--- src/rtl/regfile_req_initiator.sv ---
// regfile_req_initiator
// Clocked initiator for the register file's four-phase req/ack handshake.
// Takes one command at a time over valid/ready, then raises req, waits for
// ack, drops req and waits for ack to fall. It captures both read ports
// while ack is high and returns them, with a timeout flag, on a valid/ready
// response channel.
module regfile_req_initiator #(
  parameter int DataWidth     = 16,
  parameter int AddrWidth     = 4,
  parameter int TimeoutCycles = 64
) (
  input  logic                 clk,
  input  logic                 rst_n,
  // upstream command channel
  input  logic                 cmd_valid,
  output logic                 cmd_ready,
  input  logic                 cmd_we,
  input  logic [AddrWidth-1:0] cmd_addr_w,
  input  logic [AddrWidth-1:0] cmd_addr_r1,
  input  logic [AddrWidth-1:0] cmd_addr_r2,
  input  logic [DataWidth-1:0] cmd_data,
  // downstream response channel
  output logic                 rsp_valid,
  input  logic                 rsp_ready,
  output logic [DataWidth-1:0] rsp_data1,
  output logic [DataWidth-1:0] rsp_data2,
  output logic                 rsp_timeout,
  // register file handshake side
  output logic                 rf_req,
  input  logic                 rf_ack,
  output logic                 rf_we,
  output logic [AddrWidth-1:0] rf_addr_w,
  output logic [AddrWidth-1:0] rf_addr_r1,
  output logic [AddrWidth-1:0] rf_addr_r2,
  output logic [DataWidth-1:0] rf_data_in,
  input  logic [DataWidth-1:0] rf_data_out1,
  input  logic [DataWidth-1:0] rf_data_out2,
  output logic                 busy
);

  // Counter only needs to reach TimeoutCycles-1; keep at least one bit so
  // the design still elaborates when the timeout is disabled.
  localparam int                CntWidth  = (TimeoutCycles > 1) ? $clog2(TimeoutCycles) : 1;
  localparam logic [CntWidth-1:0] CntLast = CntWidth'(TimeoutCycles - 1);
  localparam bit                TimeoutEn = (TimeoutCycles > 0);

  typedef enum logic [1:0] {
    IDLE   = 2'd0,
    REQ_HI = 2'd1,
    REQ_LO = 2'd2,
    RESP   = 2'd3
  } state_t;

  state_t              state_r;
  logic [CntWidth-1:0] cnt_r;
  logic                cnt_last_s;

  // Last permitted wait cycle of the current ack phase.
  assign cnt_last_s = TimeoutEn && (cnt_r == CntLast);

  // Acceptance is blocked while a stale ack from an earlier transaction is still high.
  assign cmd_ready = (state_r == IDLE) && !rf_ack;
  assign busy      = (state_r != IDLE);

  // Handshake sequencer: state, per-phase wait counter and all registered outputs.
  always_ff @(posedge clk or negedge rst_n) begin
    if (!rst_n) begin
      state_r     <= IDLE;
      cnt_r       <= {CntWidth{1'b0}};
      rf_req      <= 1'b0;
      rf_we       <= 1'b0;
      rf_addr_w   <= {AddrWidth{1'b0}};
      rf_addr_r1  <= {AddrWidth{1'b0}};
      rf_addr_r2  <= {AddrWidth{1'b0}};
      rf_data_in  <= {DataWidth{1'b0}};
      rsp_valid   <= 1'b0;
      rsp_data1   <= {DataWidth{1'b0}};
      rsp_data2   <= {DataWidth{1'b0}};
      rsp_timeout <= 1'b0;
    end else begin
      case (state_r)
        IDLE: begin
          if (cmd_valid && !rf_ack) begin
            rf_we       <= cmd_we;
            rf_addr_w   <= cmd_addr_w;
            rf_addr_r1  <= cmd_addr_r1;
            rf_addr_r2  <= cmd_addr_r2;
            rf_data_in  <= cmd_data;
            rf_req      <= 1'b1;
            rsp_timeout <= 1'b0;
            cnt_r       <= {CntWidth{1'b0}};
            state_r     <= REQ_HI;
          end
        end
        REQ_HI: begin
          if (rf_ack) begin
            // Ack is checked first so an ack arriving on the last wait
            // cycle still completes the transfer normally.
            rsp_data1 <= rf_data_out1;
            rsp_data2 <= rf_data_out2;
            rf_req    <= 1'b0;
            cnt_r     <= {CntWidth{1'b0}};
            state_r   <= REQ_LO;
          end else if (cnt_last_s) begin
            rf_req      <= 1'b0;
            rsp_data1   <= {DataWidth{1'b0}};
            rsp_data2   <= {DataWidth{1'b0}};
            rsp_timeout <= 1'b1;
            cnt_r       <= {CntWidth{1'b0}};
            state_r     <= REQ_LO;
          end else begin
            cnt_r <= cnt_r + CntWidth'(1'b1);
          end
        end
        REQ_LO: begin
          if (!rf_ack) begin
            rsp_valid <= 1'b1;
            cnt_r     <= {CntWidth{1'b0}};
            state_r   <= RESP;
          end else if (cnt_last_s) begin
            // Ack stuck high: report it; IDLE keeps cmd_ready low until ack falls.
            rsp_timeout <= 1'b1;
            rsp_valid   <= 1'b1;
            cnt_r       <= {CntWidth{1'b0}};
            state_r     <= RESP;
          end else begin
            cnt_r <= cnt_r + CntWidth'(1'b1);
          end
        end
        RESP: begin
          if (rsp_ready) begin
            rsp_valid <= 1'b0;
            state_r   <= IDLE;
          end
        end
        default: begin
          state_r   <= IDLE;
          rf_req    <= 1'b0;
          rsp_valid <= 1'b0;
          cnt_r     <= {CntWidth{1'b0}};
        end
      endcase
    end
  end

endmodule

--- config.mk ---
export PLATFORM = sky130hd
export DESIGN_NAME = regfile_req_initiator
export DESIGN_NICKNAME = d
export VERILOG_FILES = /design/src/rtl/regfile_req_initiator.sv
export SDC_FILE = /design/constraint.sdc
export NUM_CORES = 1
export LEC_CHECK = 0
export ABC_AREA = 0
export BUFFER_PORTS_ARGS = -buffer_cell sky130_fd_sc_hd__buf_2
export CAP_MARGIN = 40
export CORE_ASPECT_RATIO = 1.75
export CORE_MARGIN = 2
export CORE_UTILIZATION = 35
export CTS_BUF_LIST = sky130_fd_sc_hd__clkbuf_8
export DETAILED_ROUTE_END_ITERATION = 8
export MAX_ROUTING_LAYER = met4
export PLACE_DENSITY = 0.62
export SYNTH_ARGS = -nofsm -noshare
export SYNTH_HDL_FRONTEND = slang
export SYNTH_SLANG_ARGS = --single-unit
--- constraint.sdc ---
create_clock -name clk -period 3.8 [get_ports clk]
set_clock_uncertainty 0.05 [all_clocks]
set_input_delay 0.76 -clock clk [delete_from_list [all_inputs] [get_ports clk]]
set_output_delay 0.76 -clock clk [all_outputs]
set_load 0.005 [all_outputs]
==> results.txt, run 1 <==
----------------------------------------------------
[Clock tree]
  Clock slew at reported path FFs ... 0.07 ns
  Master cell of the clock root buffer ... sky130_fd_sc_hd__clkbuf_8
  Worst-Skew Late Latency ... 0.35 ns
  Clk buf depth ... 2
  Number of gates resized after cts ... 0
  Post-CTS Hold Fix Bufs ... 0
  Number of buffers inserted to repair setup after CTS ... 0
  TritonCTS clock tree ... built
  Number of sinks handled by clock tree synthesis ... 72
  Total CTS buffers ... 9
  Number of H-tree branching levels ... 3

[STA]
  Highest clock frequency the design can meet ... 0.4392 GHz
  Number of failing setup endpoints in the final timing report ... 0
  Unrepaired setup endpoints after global routing ... no
  Post-layout minimum cycle time ... 2.277 ns
  Worst Max-Slew Pin Slew ... 0.5037 ns
  Pins Over Slew Limit ... 0
  Worst rel slew slack ... 0.6642
  Hold Vio Cnt, Final ... 0
  Total negative slack for setup checks ... 0 ns
  Final worst path period share ... 0.5991

[Global route]
  Antenna violations before repair ... 1
  Overflow after GRT ... 0
  Largest net degree at the start of global routing ... 61
  Number of global-route vias before repair ... 2252
  First-pass GRT wire length ... 11.16 mm
  Total routing resource utilization after global routing ... 0.1673
  Met1 track demand over resource ... 0.1820
  Met2 demand-to-capacity share in global routing ... 0.2655
  Met3 global-route usage ... 0.04754
  Highest-utilization routing layer at the global route stage ... met2

[Placement]
  HPWL after detailed placement ... 5.143 mm
  PortBufs ... 131
  Gp weighted congestion ... 0.7738
  Total placed cells including tap cells ... 423

[Cells and area]
  Share of post-route cells with drive strength above 1 ... 0.5376
  Final Net Count ... 413
  Area growth from synthesis to layout ... 32.93%
  Most common cell after layout, fill and taps aside ... sky130_fd_sc_hd__buf_2
  Non-filler cells in the finished layout ... 439
  Commonest cells after routing, fill and taps aside ... sky130_fd_sc_hd__buf_2, sky130_fd_sc_hd__dfrtp_1, sky130_fd_sc_hd__a22o_1, sky130_fd_sc_hd__mux2_2, sky130_fd_sc_hd__clkbuf_8

[Critical path]
  Cells on worst reg2reg path ... 7
  Highest net fanout along the worst path ... 7
  Master of the slowest instance on the critical path ... sky130_fd_sc_hd__dfrtp_1
  CP Buf/Inv Count ... 3
  Cell chain of the critical path ... inv_1, ha_1, inv_2, nor2_2, buf_2
  Register-to-register setup slack ... 1.91 ns
  Crit path capture type ... output pin
  Startpoint kind of the worst setup timing path ... flip-flop
  Worst flop-to-flop path startpoint ... state_r[0]$_DFFE_PN0P_
  Arrival time of the worst setup path ... 1.47 ns
  Slowest Stage Delay on Critical Path ... 0.40 ns
  CP delay by family, top ... flip-flops
  CP Data Required Time ... 2.99 ns
  End of the worst register-to-register path ... rf_we$_DFFE_PN0P_
  Crit Path Class ... flip-flop to output pin

[Power and ir drop]
  Leakage power summed over all cells ... 2.068 nW
  Maximum vdd ir drop ... 0.0002166 V
  Power Density ... 772.8 nW/um2

[Die]
  Starting utilization of the core area ... 0.3571
  Row count ... 44
  Floorplan Core Area ... 8203 um2
  Die Footprint ... 9146 um2
  Die Y-Extent ... 125.0 um
  Die span in x ... 73.16 um
  Top-Level Pins ... 132

[Min path]
  Type of the most critical hold path ... input port to async pin

[Drt]
  DRT Wirelength ... 6.974 mm
  Per-cell routed wire length ... 15.89 um
  Number of vias after detailed routing ... 2192
  Pre-antenna DRT Iters ... 4
  Antenna-violating nets left ... 0
  DR iter-0 viols ... 119
  Vias per cell ... 4.993
  Detailed-route DRC error count ... 0

[Synth]
  Proportion of synthesized chip area in sequential cells ... 0.6151
  Library cells used by synthesis ... 32
  Post-synthesis instance area ... 2929 um2
  Net Count, Synth ... 277
  Flip-flop and latch count after synthesis ... 72
  Post-synthesis average cell area ... 14.22 um2
  Mapped Cells ... 206
  Yosys warnings ... 0

[Outcome]
  Outcome ... completed

[Run]
  Max-cap violations ... 0

----------------------------------------------------
[metal layers]
metal / part of all wire / routed length (um)
met1: 0.37 / 2609
met2: 0.54 / 3779
met3: 0.046 / 319
met4: 0.038 / 266
met5: 0 / 0
[registers in the layout, indices dropped and copies added (netlist names)]
name / cells
cnt_r: 6
rf_addr_r1: 4
rf_addr_r2: 4
rf_addr_w: 4
rf_data_in: 16
rf_req: 1
rf_we: 1
rsp_data1: 16
rsp_data2: 16
rsp_timeout: 1
rsp_valid: 1
state_r: 2
[where the power goes]
group	switching (mW)	internal, mW	leakage (nW)
clock network	0.271	0.304	0.0975
registers	0.176	1.11	0.889
logic	0.507	0.644	1.08
[Yosys cell counts, drive strengths merged]
library cell / instances / area [um2]
a2111oi: 1 / 8.760
a21o: 2 / 15.01
a21oi: 3 / 15.01
a22o: 35 / 306.5
a41oi: 2 / 17.52
and2: 1 / 6.260
and3: 2 / 12.51
buf: 9 / 61.30
clkbuf: 2 / 7.510
dfrtp: 72 / 1802
ha: 5 / 62.56
inv: 6 / 22.52
mux2: 30 / 375.4
mux2i: 3 / 30.03
nand2: 9 / 33.78
nand2b: 5 / 38.78
nand3: 1 / 5.000
nand3b: 1 / 7.510
nor2: 3 / 16.26
nor2b: 2 / 12.51
nor3: 1 / 5.000
o21ai: 7 / 35.03
o221ai: 1 / 8.760
o2bb2ai: 1 / 8.760
o31ai: 2 / 15.01
[worst max-delay path by stage]
stage                           startpoint                        end  depth (start not counted)
finish              state_r[0]$_DFFE_PN0P_                  cmd_ready                          5
global route        state_r[0]$_DFFE_PN0P_                  cmd_ready                          5
CTS                 state_r[0]$_DFFE_PN0P_                  cmd_ready                          5
detailed placement                  rf_ack  rf_addr_r1[1]$_DFFE_PN0P_                          5
global placement                    rf_ack   rsp_data1[5]$_DFFE_PN0P_                          3
floorplan                           rf_ack   rf_addr_w[0]$_DFFE_PN0P_                          6
[stage by stage]
step,hold slack [ns],utilization,worst slack [ns],power (mW),instance area [um2]
2_1_floorplan,0.4144,-,1.934,1.936,2929
3_3_place_gp,0.4276,0.4459,1.596,2.413,3657
3_5_place_dp,0.4256,0.4510,1.759,2.461,3700
4_1_cts,0.2666,0.4744,1.487,3.057,3891
5_1_grt,0.2763,0.4747,1.394,3.223,3894
6_report,0.2858,0.4747,1.523,3.009,3894
[area by class of cell]
cell class	instances	area [um2]
Sequential cell	72	1802
Clock inverter	2	12.51
Fill cell	752	4309
Tap cell	92	115.1
Inverter	6	22.52
Multi-Input combinational cell	117	1040
Timing Repair Buffer	136	720.7
Antenna cell	1	2.502
Clock buffer	13	178.9
[cells by family (layout without fill, tap and decap cells)]
kind of cell,after synthesis,in the layout,share of synthesized area
mux,33,33,0.1384
buf+inv,17,157,0.03118
simple gates,25,25,0.04698
fa+ha+maj,5,5,0.02136
flops,72,72,0.6151
compound gates,54,54,0.1469
other cells,0,1,0
[worst reg2reg max path, stage by stage, from the launching register on]
cell	delay, ns
sky130_fd_sc_hd__dfrtp_1	0.37
sky130_fd_sc_hd__inv_1	0.08
sky130_fd_sc_hd__ha_1	0.29
sky130_fd_sc_hd__inv_2	0.09
sky130_fd_sc_hd__nor2_2	0.04
sky130_fd_sc_hd__nand2_1	0.07
sky130_fd_sc_hd__buf_4	0.37
sky130_fd_sc_hd__mux2_2	0.40
Note: power is estimated with default switching activity, not from simulation.
==> inputs of run 2 (changes only) <==
--- a/config.mk
+++ b/config.mk
@@ -14,7 +14,7 @@
 export CTS_BUF_LIST = sky130_fd_sc_hd__clkbuf_8
 export DETAILED_ROUTE_END_ITERATION = 8
 export MAX_ROUTING_LAYER = met4
-export PLACE_DENSITY = 0.62
+export PLACE_DENSITY = 0.65
 export SYNTH_ARGS = -nofsm -noshare
 export SYNTH_HDL_FRONTEND = slang
 export SYNTH_SLANG_ARGS = --single-unit
==> constraint.sdc (replaced) <==
create_clock -name clk -period 1.89 [get_ports clk]
set_clock_uncertainty 0.05 [all_clocks]
set_input_delay 0.378 -clock clk [delete_from_list [all_inputs] [get_ports clk]]
set_output_delay 0.378 -clock clk [all_outputs]
set_load 0.005 [all_outputs]
==> run 2 against run 1 <==
Hold slack worse by 0.084 ns. Final area up 0.96%. Combinational power up 110%. Sequential share of layout area down 0.44 points. Total power grew 100%. Register-to-register slack got worse by 1.8 ns. Via count decreased by 0.27%. Routed wire length is 1.7% lower. First-iteration DRC count is 42% lower. Utilization is 0.46 points higher. Non-clock buffer count stayed put. Global-route usage fell by 0.67 points. Largest cell class unchanged. Highest routed layer unchanged.
==> results.txt, run 2 (synthesis gave the netlist of run 1 again) <==
----------------------------------------------------
[Outcome]
  Outcome ... completed

[Power and ir drop]
  Power Density ... 1569 nW/um2 (+100%)
  Maximum vdd ir drop ... 0.0004808 V (+120%)
  Pwr Total ... 6.168 mW (+100%)
  Leakage power summed over all cells ... 2.087 nW (+0.93%)

[Cells and area]
  Diodes inserted ... 0 (-1)
  Non-filler cells in the finished layout ... 439 (unchanged)
  Final Net Count ... 413 (unchanged)
  Area growth from synthesis to layout ... 34.22%
  Cell area after layout ... 3931 um2 (+0.96%)
  Commonest cells after routing, fill and taps aside ... sky130_fd_sc_hd__buf_2, sky130_fd_sc_hd__dfrtp_1, sky130_fd_sc_hd__a22o_1, sky130_fd_sc_hd__mux2_2, sky130_fd_sc_hd__clkbuf_8
  Share of post-route cells with drive strength above 1 ... 0.5418 (+0.004214)
  Most common cell after layout, fill and taps aside ... sky130_fd_sc_hd__buf_2
  Core Util, Final ... 0.4793 (+0.004576)
  Largest registers ... rf_data_in: 16 flops, rsp_data1: 16 flops, rsp_data2: 16 flops

[Drt]
  Vias per cell ... 4.979 (-0.27%)
  Pre-antenna DRT Iters ... 4 (unchanged)
  DR iter-0 viols ... 69 (-42%)
  Antenna-violating nets left ... 0 (unchanged)
  Detailed-route DRC error count ... 0 (unchanged)
  Per-cell routed wire length ... 15.61 um (-1.7%)
  DRT Wirelength ... 6.854 mm (-1.7%)
  Number of vias after detailed routing ... 2186 (-0.27%)

[Placement]
  Total placed cells including tap cells ... 422 (-0.24%)
  Gp weighted congestion ... 0.7494 (-3.2%)
  Total placed instance area ... 3702 um2 (about the same)
  Placement Setup Slack ... 0.1688 ns (-1.590 ns)
  HPWL after detailed placement ... 4.958 mm (-3.6%)
  PortBufs ... 131 (unchanged)

[Critical path]
  Highest net fanout along the worst path ... 7 (unchanged)
  CP Data Required Time ... 1.46 ns (-1.53 ns)
  Arrival time of the worst setup path ... 1.33 ns (-0.14 ns)
  Crit path capture type ... output pin
  Crit Path Class ... flip-flop to output pin
  Startpoint kind of the worst setup timing path ... flip-flop
  Register-to-register setup slack ... 0.16 ns (-1.75 ns)
  Cells on worst reg2reg path ... 6 (-1)

[Global route]
  Antenna violations before repair ... 0 (-1)
  Total routing resource utilization after global routing ... 0.1607 (-0.006665)
  Number of global-route vias before repair ... 2245 (-0.31%)
  Overflow after GRT ... 0 (unchanged)
  First-pass GRT wire length ... 10.83 mm (-3.0%)
  Largest net degree at the start of global routing ... 73 (+20%)

[Clock tree]
  Total CTS buffers ... 9 (unchanged)
  Number of H-tree branching levels ... 3 (unchanged)
  Number of buffers inserted to repair setup after CTS ... 0 (unchanged)
  Clk buf depth ... 2 (unchanged)
  TritonCTS clock tree ... built
  Worst-Skew Late Latency ... 0.34 ns (about the same)
  Master cell of the clock root buffer ... sky130_fd_sc_hd__clkbuf_8
  Clock slew at reported path FFs ... 0.08 ns (about the same)
  Number of sinks handled by clock tree synthesis ... 72 (unchanged)

[Die]
  Die Y-Extent ... 125.0 um (unchanged)
  Top-Level Pins ... 132 (unchanged)
  Floorplan Core Area ... 8203 um2 (unchanged)
  Row count ... 44 (unchanged)
  Die Footprint ... 9146 um2 (unchanged)
  Starting utilization of the core area ... 0.3571 (unchanged)
  Die span in x ... 73.16 um (unchanged)

[STA]
  Unrepaired setup endpoints after global routing ... no
  Setup WS post-layout ... 0.1303 ns (-1.393 ns)
  Worst rel slew slack ... 0.6828 (+0.01857)
  Worst Max-Slew Pin Slew ... 0.4759 ns (-0.02785 ns)
  Pins Over Slew Limit ... 0 (unchanged)
  Number of failing setup endpoints in the final timing report ... 0 (unchanged)
  Post-layout minimum cycle time ... 1.760 ns
  Final worst path period share ... 0.9311
  Total negative slack for setup checks ... 0 ns (unchanged)
  Fin Hold WS ... 0.2013 ns (-0.08450 ns)
  Hold Vio Cnt, Final ... 0 (unchanged)
  Highest clock frequency the design can meet ... 0.5683 GHz

[Run]
  Max-cap violations ... 0 (unchanged)

[Min path]
  WHS Path Cells ... 2
  Type of the most critical hold path ... input port to flip-flop

----------------------------------------------------
[run 2: changes by cell type in the layout (fill, tap and decap cells not counted), moves of 2 or more]
cell                       change
sky130_fd_sc_hd__buf_12        +3
sky130_fd_sc_hd__buf_4         -2
sky130_fd_sc_hd__clkbuf_8      -2
sky130_fd_sc_hd__ha_1          -2
[run 2: power by group]
part / internal [mW] / leakage, nW / switching (mW)
clock: 0.668 / 0.112 / 0.535
sequential: 2.23 / 0.889 / 0.349
combinational: 1.34 / 1.09 / 1.05
total: 4.23 / 2.09 / 1.93
[run 2: final timing paths]
kind                                                 from                         to
worst min register to register  rsp_data1[11]$_DFFE_PN0P_  rsp_data1[11]$_DFFE_PN0P_
worst max-delay path               state_r[1]$_DFFE_PN0P_                  cmd_ready
min in group asynchronous                           rst_n   rsp_data2[0]$_DFFE_PN0P_
max in group asynchronous                           rst_n  rf_addr_r2[2]$_DFFE_PN0P_
worst min-delay path                      rf_data_out2[7]   rsp_data2[7]$_DFFE_PN0P_
worst max register to register       cnt_r[0]$_DFFE_PN0P_   rsp_data1[1]$_DFFE_PN0P_
[run 2: cell type report]
class / count / area [um2]
clock buffers: 11 / 151.4
clock inverters: 5 / 47.55
fillers: 766 / 4272
inverters: 6 / 22.52
multi-input cells: 117 / 1060
flip-flops and latches: 72 / 1802
well taps: 92 / 115.1
repair buffers: 136 / 733.2
[run 2: metal layers]
metal	vias to the layer above	part of all wire	GRT usage
met5	-	0	-
li1	1025	-	-
met3	16	0.043	0.03384
met4	0	0.033	0.1013
met1	1084	0.37	0.1754
met2	61	0.55	0.2581
[run 2: worst max-delay path, cell delays in order, from the launching register on]
cell,delay (ns)
sky130_fd_sc_hd__dfrtp_1,0.40
sky130_fd_sc_hd__inv_1,0.14
sky130_fd_sc_hd__ha_4,0.19
sky130_fd_sc_hd__inv_2,0.05
sky130_fd_sc_hd__nor2_2,0.09
sky130_fd_sc_hd__buf_2,0.12
[run 2: what timing repair did]
| item | 4_1_cts | 5_1_grt |
|---|---|---|
| resized for setup | 1 | 4 |
| hold buffers | 1 | 0 |
| endpoints found under the setup margin | 1 | 1 |
| hold endpoints to repair | 21 | 0 |
